<file path="src/rtl/spi_ctrl.sv">
// spi_ctrl: SPI/QSPI initiator for the SPI RAM peripheral (03h/02h/6Bh/32h).
// SCK runs at clk/2. Every SCK bit is two clk cycles: phase L (SCK low,
// outputs change) and phase H (SCK high, input lanes sampled on entry).
//
// state   | meaning
// --------+-----------------------------------------------------------
// S_IDLE  | deselected, waiting for start
// S_CMD   | opcode + 24-bit address shifted out on D0, MSB first
// S_DUMMY | quad-read turnaround, lanes released, nothing sampled
// S_DATA  | data bytes moving (single lane or quad)
// S_END   | deselected, busy held for the CS idle gap
module spi_ctrl #(
  parameter int LEN_BITS     = 8,
  parameter int DUMMY_CYCLES = 2,
  parameter int CS_IDLE      = 2
) (
  input  logic                clk,
  input  logic                rst_n,
  input  logic                start,
  input  logic                cmd_write,
  input  logic                cmd_quad,
  input  logic [23:0]         addr,
  input  logic [LEN_BITS-1:0] len,
  input  logic [7:0]          wr_data,
  output logic                wr_taken,
  output logic [7:0]          rd_data,
  output logic                rd_valid,
  output logic                busy,
  output logic                done,
  output logic                spi_select,
  output logic                spi_clk_out,
  output logic [3:0]          spi_d_out,
  output logic [3:0]          spi_d_oe,
  input  logic [3:0]          spi_d_in
);

  localparam logic [7:0] OP_READ   = 8'h03;
  localparam logic [7:0] OP_WRITE  = 8'h02;
  localparam logic [7:0] OP_QREAD  = 8'h6B;
  localparam logic [7:0] OP_QWRITE = 8'h32;

  localparam int DW = (DUMMY_CYCLES > 1) ? $clog2(DUMMY_CYCLES) : 1;
  localparam int IW = (CS_IDLE > 1) ? $clog2(CS_IDLE) : 1;

  typedef enum logic [2:0] {
    S_IDLE,
    S_CMD,
    S_DUMMY,
    S_DATA,
    S_END
  } state_t;

  state_t              state_q;
  logic                phase_q;      // 0 = phase L, 1 = phase H
  logic                sck_q;
  logic                sel_q;
  logic [3:0]          dout_q;
  logic [3:0]          oe_q;
  logic [30:0]         cmd_sh_q;     // command bits still to be sent after D0
  logic [4:0]          bit_cnt_q;    // remaining bits/nibbles in current unit
  logic [DW-1:0]       dummy_cnt_q;
  logic [IW-1:0]       idle_cnt_q;
  logic [LEN_BITS-1:0] byte_cnt_q;
  logic                write_q;
  logic                quad_q;
  logic [7:0]          wr_hold_q;    // first write byte, captured with start
  logic [7:0]          wsh_q;        // write shifter, remaining bits
  logic [6:0]          rsh_q;        // read shifter, bits received so far
  logic [7:0]          rd_data_q;
  logic                rd_valid_q;
  logic                wr_taken_q;
  logic                busy_q;
  logic                done_q;

  logic [7:0]          opcode_d;
  logic [7:0]          wr_src_d;
  logic [7:0]          rd_next_d;
  logic [3:0]          ld_dout_d;
  logic [3:0]          ld_oe_d;
  logic [7:0]          ld_wsh_d;
  logic [4:0]          ld_bits_d;

  // Opcode selection, next read byte and the per-byte shifter load values.
  always_comb begin
    opcode_d = OP_READ;
    case ({cmd_quad, cmd_write})
      2'b00:   opcode_d = OP_READ;
      2'b01:   opcode_d = OP_WRITE;
      2'b10:   opcode_d = OP_QREAD;
      default: opcode_d = OP_QWRITE;
    endcase

    rd_next_d = quad_q ? {rsh_q[3:0], spi_d_in} : {rsh_q, spi_d_in[1]};

    // The first data byte comes from the copy taken with start; later bytes
    // are taken live from the host at each byte boundary.
    wr_src_d  = (state_q == S_CMD) ? wr_hold_q : wr_data;
    ld_dout_d = 4'b0000;
    ld_oe_d   = 4'b0000;
    ld_wsh_d  = 8'h00;
    ld_bits_d = quad_q ? 5'd1 : 5'd7;
    if (write_q) begin
      if (quad_q) begin
        ld_dout_d = wr_src_d[7:4];
        ld_wsh_d  = {wr_src_d[3:0], 4'h0};
        ld_oe_d   = 4'b1111;
      end else begin
        ld_dout_d = {3'b000, wr_src_d[7]};
        ld_wsh_d  = {wr_src_d[6:0], 1'b0};
        ld_oe_d   = 4'b0001;
      end
    end
  end

  // Transaction FSM; every pin-facing output is registered here.
  always_ff @(posedge clk) begin
    if (!rst_n) begin
      state_q     <= S_IDLE;
      phase_q     <= 1'b0;
      sck_q       <= 1'b0;
      sel_q       <= 1'b1;
      dout_q      <= 4'b0000;
      oe_q        <= 4'b0000;
      cmd_sh_q    <= '0;
      bit_cnt_q   <= 5'd0;
      dummy_cnt_q <= '0;
      idle_cnt_q  <= '0;
      byte_cnt_q  <= '0;
      write_q     <= 1'b0;
      quad_q      <= 1'b0;
      wr_hold_q   <= 8'h00;
      wsh_q       <= 8'h00;
      rsh_q       <= 7'h00;
      rd_data_q   <= 8'h00;
      rd_valid_q  <= 1'b0;
      wr_taken_q  <= 1'b0;
      busy_q      <= 1'b0;
      done_q      <= 1'b0;
    end else begin
      rd_valid_q <= 1'b0;
      wr_taken_q <= 1'b0;
      done_q     <= 1'b0;

      case (state_q)
        S_IDLE: begin
          if (start && !busy_q) begin
            write_q    <= cmd_write;
            quad_q     <= cmd_quad;
            byte_cnt_q <= len;
            wr_hold_q  <= wr_data;
            cmd_sh_q   <= {opcode_d[6:0], addr};
            dout_q     <= {3'b000, opcode_d[7]};
            oe_q       <= 4'b0001;
            sel_q      <= 1'b0;
            sck_q      <= 1'b0;
            phase_q    <= 1'b0;
            bit_cnt_q  <= 5'd31;
            busy_q     <= 1'b1;
            state_q    <= S_CMD;
          end
        end

        S_CMD: begin
          if (!phase_q) begin
            sck_q   <= 1'b1;
            phase_q <= 1'b1;
          end else begin
            sck_q   <= 1'b0;
            phase_q <= 1'b0;
            if (bit_cnt_q != 5'd0) begin
              bit_cnt_q <= bit_cnt_q - 5'd1;
              dout_q    <= {3'b000, cmd_sh_q[30]};
              cmd_sh_q  <= {cmd_sh_q[29:0], 1'b0};
            end else if (byte_cnt_q == '0) begin
              state_q    <= S_END;
              sel_q      <= 1'b1;
              oe_q       <= 4'b0000;
              dout_q     <= 4'b0000;
              done_q     <= 1'b1;
              idle_cnt_q <= IW'(CS_IDLE - 1);
            end else if (quad_q && !write_q) begin
              state_q     <= S_DUMMY;
              oe_q        <= 4'b0000;
              dout_q      <= 4'b0000;
              dummy_cnt_q <= DW'(DUMMY_CYCLES - 1);
            end else begin
              state_q    <= S_DATA;
              dout_q     <= ld_dout_d;
              oe_q       <= ld_oe_d;
              wsh_q      <= ld_wsh_d;
              bit_cnt_q  <= ld_bits_d;
              wr_taken_q <= write_q;
            end
          end
        end

        S_DUMMY: begin
          if (!phase_q) begin
            sck_q   <= 1'b1;
            phase_q <= 1'b1;
          end else begin
            sck_q   <= 1'b0;
            phase_q <= 1'b0;
            if (dummy_cnt_q == '0) begin
              state_q   <= S_DATA;
              bit_cnt_q <= 5'd1;
            end else begin
              dummy_cnt_q <= dummy_cnt_q - DW'(1);
            end
          end
        end

        S_DATA: begin
          if (!phase_q) begin
            sck_q   <= 1'b1;
            phase_q <= 1'b1;
            if (!write_q) begin
              rsh_q <= rd_next_d[6:0];
              if (bit_cnt_q == 5'd0) begin
                rd_data_q  <= rd_next_d;
                rd_valid_q <= 1'b1;
              end
            end
          end else begin
            sck_q   <= 1'b0;
            phase_q <= 1'b0;
            if (bit_cnt_q != 5'd0) begin
              bit_cnt_q <= bit_cnt_q - 5'd1;
              if (write_q) begin
                if (quad_q) begin
                  dout_q <= wsh_q[7:4];
                  wsh_q  <= {wsh_q[3:0], 4'h0};
                end else begin
                  dout_q <= {3'b000, wsh_q[7]};
                  wsh_q  <= {wsh_q[6:0], 1'b0};
                end
              end
            end else if (byte_cnt_q == LEN_BITS'(1)) begin
              byte_cnt_q <= '0;
              state_q    <= S_END;
              sel_q      <= 1'b1;
              oe_q       <= 4'b0000;
              dout_q     <= 4'b0000;
              done_q     <= 1'b1;
              idle_cnt_q <= IW'(CS_IDLE - 1);
            end else begin
              byte_cnt_q <= byte_cnt_q - LEN_BITS'(1);
              dout_q     <= ld_dout_d;
              oe_q       <= ld_oe_d;
              wsh_q      <= ld_wsh_d;
              bit_cnt_q  <= ld_bits_d;
              wr_taken_q <= write_q;
            end
          end
        end

        S_END: begin
          if (idle_cnt_q == '0) begin
            state_q <= S_IDLE;
            busy_q  <= 1'b0;
          end else begin
            idle_cnt_q <= idle_cnt_q - IW'(1);
          end
        end

        default: begin
          state_q <= S_IDLE;
          sel_q   <= 1'b1;
          sck_q   <= 1'b0;
          oe_q    <= 4'b0000;
          busy_q  <= 1'b0;
        end
      endcase
    end
  end

  assign wr_taken    = wr_taken_q;
  assign rd_data     = rd_data_q;
  assign rd_valid    = rd_valid_q;
  assign busy        = busy_q;
  assign done        = done_q;
  assign spi_select  = sel_q;
  assign spi_clk_out = sck_q;
  assign spi_d_out   = dout_q;
  assign spi_d_oe    = oe_q;

endmodule

</file>
<file path="config.mk">
export PLATFORM = sky130hd
export DESIGN_NAME = spi_ctrl
export DESIGN_NICKNAME = d
export VERILOG_FILES = /design/src/rtl/spi_ctrl.sv
export SDC_FILE = /design/constraint.sdc
export NUM_CORES = 1
export LEC_CHECK = 0
export CAP_MARGIN = 20
export CORE_UTILIZATION = 42
export CTS_CLUSTER_SIZE = 40
export DETAILED_ROUTE_END_ITERATION = 8
export GPL_TIMING_DRIVEN = 1
export SYNTH_ARGS = -nofsm -noshare
export SYNTH_HDL_FRONTEND = slang
export SYNTH_SLANG_ARGS = --single-unit
</file>
<file path="constraint.sdc">
create_clock -name clk -period 2.4 [get_ports clk]
set_input_delay 0.6 -clock clk [delete_from_list [all_inputs] [get_ports clk]]
set_output_delay 0.6 -clock clk [all_outputs]
set_load 0.05 [all_outputs]
</file>
==> flow_summary.yaml <==
worst_setup_path:
  r2r_start: "bit_cnt_q[0]$_SDFFE_PN0P_"
  start_kind: "flip-flop"
  worstPathMaxFanout: 14
  rr_worst_depth: 9
  r2r_slack_ns: 0.09
  crit_path_top_delay_cell: "or4b_4"
  path_class: "flip-flop to flip-flop"
  worst_ep_required_time_ns: 2.66
  rr_endpoint: "bit_cnt_q[4]$_SDFFE_PN0P_"
  worstPathCellList: "inv_1 > ha_1 > or4b_4 > buf_12 > nor4_4 > buf_4 > a2111oi_4 > mux2_4 > o32ai_2"
  worst_setup_path_end_kind: "flip-flop"
  cpPeakStageDelay_ns: 0.48
  crit_arrival_ns: 2.57
cts:
  cts_root_buf: "clkbuf_16"
  h-tree-depth: 3
  clk_pin_slew_ns: 0.06
  cts_buffers: 9
  insertion_delay_ns: 0.35
  clock-sinks: 94
  cts_tree: "built"
  clockBufferDepth: 2
  hold_buffers: 0
cells_and_area:
  postLayoutCellArea_um2: 6180
  final_layout_size_suffix_gt1_share_pct: 13.8
  nets: 713
  syn_to_final_growth_pct: 28.7
  antenna_cells: 0
synthesis:
  ys_warn_count: 0
  ys_types: 66
  synthFlopType: "dfxtp_1"
  ys_ff_latch: 94
  synth_cells: 582
  yosysSeqAreaShare_pct: 39.2
  syn_area_um2: 4800
  synth-edff-count: 0
  synth.avg_cell_area_um2: 8.25
  syn_nets: 635
  ys_async_sr_fraction_pct: 0
die:
  rows: 38
  initial_core_util_pct: 43.7
  fp.dieH_um: 109
  io_pins: 71
  fp.coreArea_um2: 11000
  fp.dieW_um: 109
  dieArea_um2: 11900
timing:
  worstMarginPinSlew_ns: 0.744
  post-route-period-util_pct: 96.2
  skew_ns: 0.00967
  hold_violations: 0
  whs_ns: 0.453
  drv_slew: 0
  period_minus_slack_ns: 2.31
  finalSetupViolCount: 0
  timing.slew.headroom_pct: 49.9
  setup_slack_ns: 0.0914
  fmax_ghz: 0.433
  tns_ns: 0
pwr:
  vdd_ir_drop_max_mv: 0.797
  power_density_nw_per_um2: 1130
  p_clk_share_pct: 22.5
  p_leak_nw: 2.20
  p_comb_share_pct: 45.3
  p_int_w: 0.00421
  power_frac_seq_pct: 32.2
  p_switching_w: 0.00276
  switching_share_pct: 39.6
global_routing:
  grt.busiest_layer: "met2"
  globalRouteOverflowTotal: 0
  grt_max_degree: 35
  gr-usage-all-layers_pct: 22.3
  grt_pass1_wl_um: 20600
  grt_util_met2_pct: 33.9
  antenna_found_initial: 0
  grt_use_met3_pct: 3.65
  grt_use_met1_pct: 31.1
  grt_pass1_vias: 4136
detailed_routing:
  dr.pass1.iters: 4
  post-route-drc-count: 0
  via_count: 4507
  wl_per_cell_um: 15.8
  drt_iter0_drc: 271
  ant_nets: 0
  wl_um: 12700
  via_per_inst: 5.60
placement:
  preCtsSetupSlack_ns: -0.133
  numPortBuffers: 70
  routabilityCongestion: 0.896
  dp_hpwl_um: 9000
  dpl-instance-area_um2: 5840
flow_run:
  maxCapViolations: 0
worst_hold_path:
  hold_class: "flip-flop to flip-flop"
  holdPathEnd: "spi_d_out[0]$_SDFFE_PN0P_"
  hp-start: "spi_d_out[0]$_SDFFE_PN0P_"
  hold_path_depth: 2
status:
  status: "completed"
## worst max-delay path, delay by kind of cell (launching register included)
kind,cells,cell delay [ns]
AO/OA/AOI/OAI,2,0.16
adder cells (fa/ha/maj),1,0.18
buffers and inverters,3,0.43
flip-flops,1,0.34
multiplexers,1,0.33
AND/OR/NAND/NOR,2,0.76
## layout by cell type, fill, tap and decap left out, types with 12 or more instances in the layout
cell	n
a211oi_1	22
o21ai_0	33
mux2i_1	24
nor2_1	70
nand3_1	12
nand2_1	88
clkdlybuf4s50_1	69
a21oi_1	40
a311oi_1	18
buf_4	43
dfxtp_1	94
## what timing repair did
item | CTS | global route
gates resized for setup | 0 | 2
buffers inserted | 0 | 2
hold endpoints to repair | 0 | 0
endpoints found under the setup margin | 0 | 3
## layout make-up
class / count / area, µm²
Clock buffer: 11 / 243
Clock inverter: 5 / 82.6
Fill cell: 1032 / 4800
Inverter: 11 / 41.3
Multi-Input combinational cell: 428 / 2670
Sequential cell: 94 / 1880
Tap cell: 140 / 175
Timing Repair Buffer: 116 / 1090
## cells by family after synthesis
kind of cell	share of synthesized area (%)
flip-flops	39.2
buffers and inverters	5.57
AO/OA/AOI/OAI	26.2
XOR/XNOR	0.182
adder cells (fa/ha/maj)	1.04
multiplexers	5.31
AND/OR/NAND/NOR	22.5
## through the flow
step / util (%) / total power (W) / std cells
final: 56.3 / 0.00697 / 805
after global routing: 56.3 / 0.00740 / 805
after CTS: 56.1 / 0.00698 / 803
after detailed placement: 53.2 / 0.00540 / 787
after global placement: 53.2 / 0.00533 / 787
after floorplan: - / 0.00441 / 582
## sequential cells by signal, summed over array words and instances, names as in the netlist, 3 cells and up
name / count
bit_cnt_q: 5
byte_cnt_q: 8
cmd_sh_q: 31
rd_data: 8
rsh_q: 7
spi_d_out: 4
state_q: 3
wr_hold_q: 8
wsh_q: 7
## worst max path at each step
stage | start | cells past startpoint | end | slack (ns)
floorplan | bit_cnt_q[0]$_SDFFE_PN0P_ | 9 | cmd_sh_q[25]$_SDFFE_PN0P_ | 0.34
global placement | start | 7 | byte_cnt_q[5]$_SDFFE_PN0P_ | -0.09
detailed placement | start | 6 | byte_cnt_q[7]$_SDFFE_PN0P_ | -0.13
CTS | bit_cnt_q[0]$_SDFFE_PN0P_ | 9 | wsh_q[6]$_SDFFE_PN0P_ | 0.12
global route | bit_cnt_q[0]$_SDFFE_PN0P_ | 10 | wsh_q[7]$_SDFFE_PN0P_ | -0.01
finish | bit_cnt_q[0]$_SDFFE_PN0P_ | 9 | bit_cnt_q[4]$_SDFFE_PN0P_ | 0.09
## per-layer routing
metal / wire length [µm] / vias to the layer above
li1: - / 2270
met1: 6100 / 2110
met2: 5730 / 113
met3: 694 / 14
met4: 214 / 0
met5: 0 / -
## power groups by stage
stage | Clock [W] | Sequential, W | Combinational (W)
global placement | 0 | 0.00226 | 0.00307
CTS | 0.00160 | 0.00224 | 0.00315
floorplan | 0 | 0.00231 | 0.00209
detailed placement | 0 | 0.00227 | 0.00313
finish | 0.00157 | 0.00224 | 0.00315
global route | 0.00166 | 0.00230 | 0.00344
## Yosys cell counts, types with 2 or more instances
library cell  instances  area share (%)
a21boi_0              2            0.31
o21ai_1               2            0.21
and2_1                3            0.39
nor2_1               70             5.5
nand2b_1              6            0.78
nor3b_1               5            0.78
nor3_1               10             1.0
a211oi_1             22             3.4
o21ai_0              34             3.5
buf_1                 3            0.23
buf_4                 3            0.47
nand3_1              12             1.3
o31a_1                2            0.36
buf_2                13             1.4
nand4_1               6            0.78
or3b_2                2            0.36
mux2i_1              24             5.0
o2bb2ai_1             3            0.55
a21oi_1              40             4.2
a311oi_2             10             3.1
inv_1                10            0.78
nand2_1              88             6.9
o31ai_1               4            0.63
ha_1                  4             1.0
a221oi_1              2            0.36
buf_6                 2            0.47
dfxtp_1              94              39
a31oi_1               3            0.39
or3_1                 2            0.26
or2_2                 2            0.26
a311oi_1             18             3.3
o21a_1                6            0.94
a21o_1                2            0.31
a32oi_1               6             1.1
nor4_1                4            0.52
clkbuf_1             28             2.2
and3b_1               2            0.36
o211ai_1              4            0.63
nor2b_1               2            0.26
Power figures use the tool's default switching activity.
